$ cat config.mk
export PLATFORM = sky130hd
export DESIGN_NAME = imm_extend_unit
export DESIGN_NICKNAME = d
export VERILOG_FILES = /design/src/rtl/imm_extend_unit.sv
export SDC_FILE = /design/constraint.sdc
export NUM_CORES = 1
export LEC_CHECK = 0
export ABC_CLOCK_PERIOD_IN_PS = 5000
export CAP_MARGIN = 10
export CORE_MARGIN = 1.5
export CORE_UTILIZATION = 54
export DETAILED_ROUTE_END_ITERATION = 10
export GPL_ROUTABILITY_DRIVEN = 1
export PLACE_DENSITY = 0.81
export SLEW_MARGIN = 20
export SYNTH_ARGS = -nofsm -noshare
export SYNTH_HDL_FRONTEND = slang
export SYNTH_SLANG_ARGS = --single-unit
$ cat constraint.sdc
create_clock -name clk -period 5 [get_ports clk]
set_input_delay 1.5 -clock clk [delete_from_list [all_inputs] [get_ports clk]]
set_output_delay 1.5 -clock clk [all_outputs]
set_load 0.02 [all_outputs]
$ cat src/rtl/imm_extend_unit.sv
// Immediate extension unit: zero/sign/upper/branch extension of a raw immediate,
// delivered through a 2-entry skid buffer with valid/ready handshakes on both sides.
module imm_extend_unit #(
  parameter int IN_W  = 16,
  parameter int OUT_W = 32   // must satisfy OUT_W >= IN_W + 2
) (
  input  logic             clk,
  input  logic             rst,
  input  logic             in_valid,
  output logic             in_ready,
  input  logic [IN_W-1:0]  in_imm,
  input  logic [1:0]       in_mode,
  output logic             out_valid,
  input  logic             out_ready,
  output logic [OUT_W-1:0] out_data,
  output logic [1:0]       out_mode,
  output logic [1:0]       occ
);

  // Handshake: a beat moves on a side when its valid and ready are both 1 at a
  // rising clk edge; valid never waits on ready, and in_ready uses only state (and rst).

  localparam logic [1:0] EMPTY = 2'd0;
  localparam logic [1:0] HALF  = 2'd1;
  localparam logic [1:0] FULL  = 2'd2;

  logic [1:0]       state;
  logic [OUT_W-1:0] main_data;
  logic [1:0]       main_mode;
  logic [OUT_W-1:0] skid_data;
  logic [1:0]       skid_mode;
  logic [OUT_W-1:0] ext_data;
  logic             in_fire;
  logic             out_fire;

  function automatic logic [OUT_W-1:0] extend(input logic [IN_W-1:0] imm,
                                              input logic [1:0]      mode);
    logic [OUT_W-1:0] sx;
    logic [OUT_W-1:0] res;
    sx  = {{(OUT_W-IN_W){imm[IN_W-1]}}, imm};
    res = '0;
    case (mode)
      2'b00:   res = {{(OUT_W-IN_W){1'b0}}, imm};
      2'b01:   res = sx;
      2'b10:   res = {imm, {(OUT_W-IN_W){1'b0}}};
      default: res = {sx[OUT_W-3:0], 2'b00};
    endcase
    return res;
  endfunction

  assign ext_data  = extend(in_imm, in_mode);
  assign in_ready  = (state != FULL) && !rst;
  assign out_valid = (state != EMPTY);
  assign in_fire   = in_valid && in_ready;
  assign out_fire  = out_valid && out_ready;
  assign out_data  = main_data;
  assign out_mode  = main_mode;
  // The state encoding is the occupancy, so occ doubles as the FSM state view.
  assign occ       = state;

  always_ff @(posedge clk or posedge rst) begin
    if (rst) begin
      state     <= EMPTY;
      main_data <= '0;
      main_mode <= 2'b00;
      skid_data <= '0;
      skid_mode <= 2'b00;
    end else begin
      case (state)
        EMPTY: begin
          if (in_fire) begin
            main_data <= ext_data;
            main_mode <= in_mode;
            state     <= HALF;
          end
        end
        HALF: begin
          if (in_fire && out_fire) begin
            main_data <= ext_data;
            main_mode <= in_mode;
          end else if (in_fire) begin
            skid_data <= ext_data;
            skid_mode <= in_mode;
            state     <= FULL;
          end else if (out_fire) begin
            state <= EMPTY;
          end
        end
        FULL: begin
          if (out_fire) begin
            main_data <= skid_data;
            main_mode <= skid_mode;
            state     <= HALF;
          end
        end
        default: state <= EMPTY;
      endcase
    end
  end

endmodule

==> flow_metrics.tcl, run 1 <==
set metrics [dict create \
    slew_headroom_pct 41.42 \
    syn_avg_cell_area_sq_um 11.42 \
    violations "DRC" \
    clockBufferDepth 2 \
    leakage_nw 1.978 \
    place_congestion 0.7508 \
    powerDensity_mw_per_mm2 467.2 \
    r2r-start "occ[0]$_DFFE_PP0P_" \
    startpoint_type "input pin" \
    drt-initial-drc-count 253 \
    ys_warn_count 0 \
    wl_um 7785 \
    hold_viol 0 \
    critical_path_class "input pin to output pin" \
    drtPass1Iterations 7 \
    final.setup.tns_ps 0 \
    drc 4 \
    stdcell_count 453 \
    grt_use_total_pct 23.12 \
    insertion_delay_ps 340 \
    wire_per_inst_um 17.19 \
    clock_sinks 70 \
    finalCriticalPeriod_ps 4182 \
    final_util_pct 70.30 \
    layout_setup_ws_ps 818.4 \
    r2r_cells 5 \
    core_area_sq_mm 0.006459 \
    hold_buffers 0 \
    hp-class "flip-flop to flip-flop" \
    start_util_pct 56.74 \
    first_global_vias 2567 \
    grt_setup_unrepaired "no" \
    async_flop_share_pct 100.0 \
    fp.dieH_um 85.38 \
    cp-startpoint "rst" \
    placementRows 29 \
    port_buffers 59 \
    yosysTopAreaCellShare_pct 47.80 \
    max_freq_ghz 0.2391 \
    via_count 2648 \
    cts_resized 0 \
    worst_pin_slew_ps 878.7 \
    synth_nets 343 \
    ys_ff_latch 70 \
    crit_required_ps 3500 \
    cap_violations 0 \
    synthFlopType "dfrtp_1" \
    overflow 0 \
    synth_area_sq_mm 0.003665 \
    synth_cell_types 25 \
    ant_nets 0 \
    die_w_um 85.38 \
    antenna_found_initial 0 \
    cts_max_level 3 \
    cp_max_fo 2 \
    grt_pass1_wl_um 13110 \
    area_growth_pct 23.90 \
    numPlacedInstances 437 \
    post_dp_cell_area_sq_mm 0.004270 \
    synth_area_leader_cell "dfrtp_1" \
    nFillCells 463 \
    status "finished with violations" \
    setup_viol 0 \
    drive_gt1_share_pct 26.33 \
    cp_data_arrival_time_ps 2680 \
    post-route-period-util_pct 83.63 \
    cts_buffers 9 \
    grt_max_degree 71 \
    ioPinCount 60 \
    maxSlewViolCount 0 \
    via_per_inst 5.845 \
    worstHoldStart "skid_data[26]$_DFFE_PP0P_" \
    peakVddDrop_mv 0.2779 \
    yosysSeqAreaShare_pct 47.80 \
    synth.area.top_cells "dfrtp_1, mux2_2, nor3b_1" \
    fin_skew_ps 6.969 \
    root_buffer "clkbuf_8" \
    synthCells 321 \
    synth_edf_count 0 \
    post-place-ws_ps 808.1 \
    fin_nets 393 \
    final_cell_area_sq_mm 0.004541 \
    antenna_cells 0 \
    cts.reportedPaths.clkPinSlew_ps 70 \
    endpoint_kind "output pin" \
    cts_tree "built" \
    cts_setup_buffers 0 \
    die-area_sq_mm 0.007290 \
    whs_path_depth 1 \
    dp_hpwl_um 5048 \
]
-- worst max-delay path, stage by stage --
cell	delay (ps)
clkdlybuf4s50_1	420
inv_2	60
and2_1	100
clkdlybuf4s50_1	600
-- worst paths after layout --
check	slack, ps	end
hold / removal	490	skid_data[26]$_DFFE_PP0P_
setup reg to reg	2760	out_data[27]$_DFFE_PP0P_
setup / recovery	820	in_ready
hold reg to reg	490	skid_data[26]$_DFFE_PP0P_
max in group asynchronous	2660	skid_data[0]$_DFFE_PP0P_
min in group asynchronous	1760	occ[1]$_DFFE_PP0P_
-- sequential cells by signal, summed over array words and instances, names as in the netlist --
signal     flops
occ            2
out_data      32
out_mode       2
skid_data     32
skid_mode      2
-- cell type report --
type	count	area, sq um	area share [%]
inverter	2	7.507	0.1653
sequential	70	1752	38.58
tap	77	96.34	2.122
clock buffer	10	137.6	3.031
clock inverter	6	132.6	2.921
timing repair buffer	67	663.1	14.60
multi-input combinational	221	1752	38.58
-- layout by cell type, fill, tap and decap left out, drive strengths merged --
cell type,count
buf,8
nor3,1
clkdlybuf4s50,59
clkinv,1
nor3b,29
clkinvlp,1
dfrtp,70
o21bai,1
nand3,14
nand3b,15
bufinv,4
o31ai,1
mux2i,5
nand2b,16
nand2,31
and2,1
o22ai,1
inv,2
a31oi,28
and2b,1
or2,1
o21a,2
clkbuf,10
mux2,72
nor2b,2
-- metal layers --
metal | vias up | GRT usage [%] | wire length, um
li1 | 1249 | - | -
met1 | 1311 | 32.18 | 3551
met2 | 74 | 36.00 | 3750
met3 | 14 | 3.696 | 315
met4 | 0 | 10.26 | 167
met5 | - | 0 | 0
-- synth_stat cells (all sizes together) (5+ instances only) --
cell    number
nand2b      16
buf         11
nand3b      15
dfrtp       70
mux2        72
a31oi       28
clkbuf      17
nand3       14
mux2i        5
nand2       31
nor3b       29
-- power breakdown --
| group | total (mW) | internal, mW | switching [mW] | leakage, nW |
|---|---|---|---|---|
| clock | 0.615 | 0.395 | 0.220 | 0.132 |
| sequential | 0.852 | 0.755 | 0.0969 | 0.877 |
| combinational | 0.654 | 0.356 | 0.299 | 0.968 |
| total | 2.12 | 1.51 | 0.616 | 1.98 |
-- per-stage QoR --
step	power, mW	hold WS (ps)
finish	2.121	494.1
floorplan	1.243	459.1
global placement	1.494	473.0
detailed placement	1.521	481.1
global route	2.224	525.9
CTS	2.134	497.8
-- kinds of logic after synthesis --
group | share of synthesized area (%)
simple gates | 18.16
mux | 23.49
flops | 47.80
compound gates | 6.146
buf+inv | 4.404
No activity file was read; power rests on OpenSTA's default activity.
==> run 2, diff against run 1 <==
Settings changed: ABC_CLOCK_PERIOD_IN_PS 5000 to 4310.
Clock period 5 ns to 4.31 ns, I/O delays scaled along.
==> flow_metrics.tcl, run 2 (synthesized netlist as in run 1, its figures left out) <==
set metrics [dict create \
    status "finished with violations" \
    violations "DRC" \
    cp_data_arrival_time_ps 2570 \
    worstReg2RegEnd "skid_data[15]$_DFFE_PP0P_" \
    wire_per_inst_um 17.23 \
    port_buffers 59 \
    root_buffer "clkbuf_8" \
    place_congestion 0.7619 \
    start_util_pct 56.74 \
    pwr-share-clk_pct 23.3 \
    ioPinCount 60 \
    r2r-start "occ[0]$_DFFE_PP0P_" \
    r2r_cells 5 \
    drc 2 \
    whs_ps 488.5 \
    fin_nets 395 \
    grt_setup_unrepaired "no" \
    layout_setup_ws_ps 450.7 \
    setup_viol 0 \
    die_w_um 85.38 \
    cts.reportedPaths.clkPinSlew_ps 70 \
    cp_max_fo 2 \
    crit_required_ps 3020 \
    drive_gt1_share_pct 26.46 \
    critical_path_class "input pin to output pin" \
    area_growth_pct 22.16 \
    overflow 0 \
    min_to "skid_data[26]$_DFFE_PP0P_" \
    drtPass1Iterations 7 \
    post-route-period-util_pct 89.54 \
    netSwitchingFraction_pct 30.46 \
    cp_slowest_cell "clkdlybuf4s50_1" \
    crit_top_cell "clkdlybuf4s50_1" \
    hold_buffers 0 \
    ant_nets 0 \
    p_sw_mw 0.6941 \
    whs_path_depth 1 \
    combPwrFrac_pct 33.3 \
    cap_violations 0 \
    cts_buffers 9 \
    power_mw 2.279 \
    post-place-ws_ps 441.7 \
    via_per_inst 5.870 \
    grt_use_total_pct 22.55 \
    worst_pin_slew_ps 890.5 \
    clockBufferDepth 2 \
    via_count 2671 \
    layout_common_cells "mux2_2, dfrtp_1, clkdlybuf4s50_1" \
    first_global_vias 2601 \
    cp_slowest_stage_delay_ps 530 \
    core_area_sq_mm 0.006459 \
    cts_setup_buffers 0 \
    clock_sinks 70 \
    startpoint_type "input pin" \
    hp-class "flip-flop to flip-flop" \
    final.setup.tns_ps 0 \
    placementRows 29 \
    fp.dieH_um 85.38 \
    peakVddDrop_mv 0.2866 \
    worstHoldStart "skid_data[26]$_DFFE_PP0P_" \
    cts_tree "built" \
    hold_viol 0 \
    seq_power_share_pct 43.3 \
    finalCriticalPeriod_ps 3859 \
    max_freq_ghz 0.2591 \
    r2r_slack_ps 2170 \
    drt-initial-drc-count 184 \
    final_common_cell "mux2_2" \
    cts_max_level 3 \
    slew_headroom_pct 40.63 \
    fin_skew_ps 7.656 \
    leakage_nw 1.953 \
    antenna_cells 0 \
    insertion_delay_ps 340 \
    crit_chain "clkdlybuf4s50_1 > clkinvlp_4 > and2_1 > clkdlybuf4s50_1" \
    grt_max_degree 71 \
    powerDensity_mw_per_mm2 509.0 \
    die-area_sq_mm 0.007290 \
    grt_pass1_wl_um 12800 \
    cts_resized 0 \
    p_int_mw 1.585 \
    wl_um 7841 \
    maxSlewViolCount 0 \
    antenna_found_initial 0 \
    endpoint_kind "output pin" \
    dp_hpwl_um 5101 \
]
==> run 2: through the flow <==
step / instance area [sq um] / utilization (%) / cells
floorplan: 3669 / - / 321
global placement: 4277 / 66.21 / 439
detailed placement: 4277 / 66.21 / 439
CTS: 4477 / 69.31 / 455
global route: 4477 / 69.31 / 455
finish: 4477 / 69.31 / 455
==> run 2: worst max path at each step <==
stage	start	slack, ps	cells after the start	endpoint
4_1_cts	rst	440	4	in_ready
5_1_grt	rst	410	4	in_ready
2_1_floorplan	rst	290	2	in_ready
6_report	rst	450	4	in_ready
3_5_place_dp	rst	440	4	in_ready
3_3_place_gp	rst	440	4	in_ready
==> run 2: power by group through the flow <==
stage / Clock [mW] / Sequential, mW / Combinational [mW]
finish: 0.531 / 0.988 / 0.760
global route: 0.564 / 1.01 / 0.808
detailed placement: 0 / 1.00 / 0.766
global placement: 0 / 0.985 / 0.745
floorplan: 0 / 1.11 / 0.335
CTS: 0.546 / 0.988 / 0.768
==> run 2: layout make-up <==
class,count,area (sq um)
fill,501,1982
clock inverter,4,45.04
inverter,2,11.26
sequential,70,1752
multi-input combinational,221,1752
tap,77,96.34
timing repair buffer,69,665.6
clock buffer,12,155.1
==> run 2: per-layer routing <==
metal  track usage [%]  routed length (um)
met4             8.944                  98
met3             3.599                 315
met1             31.44                3488
met2             35.57                3939
met5                 0                   0
==> run 2: critical path: cells and delay by family <==
family                 cells  cell delay (ps)
buffers and inverters      3             1140
and+or+nand+nor            1              130
==> run 3, diff against run 2 <==
Settings changed: CAP_MARGIN 10 to 0.
==> results of run 3 <==
Final layout, timing and power as in run 2 (identical DEF).
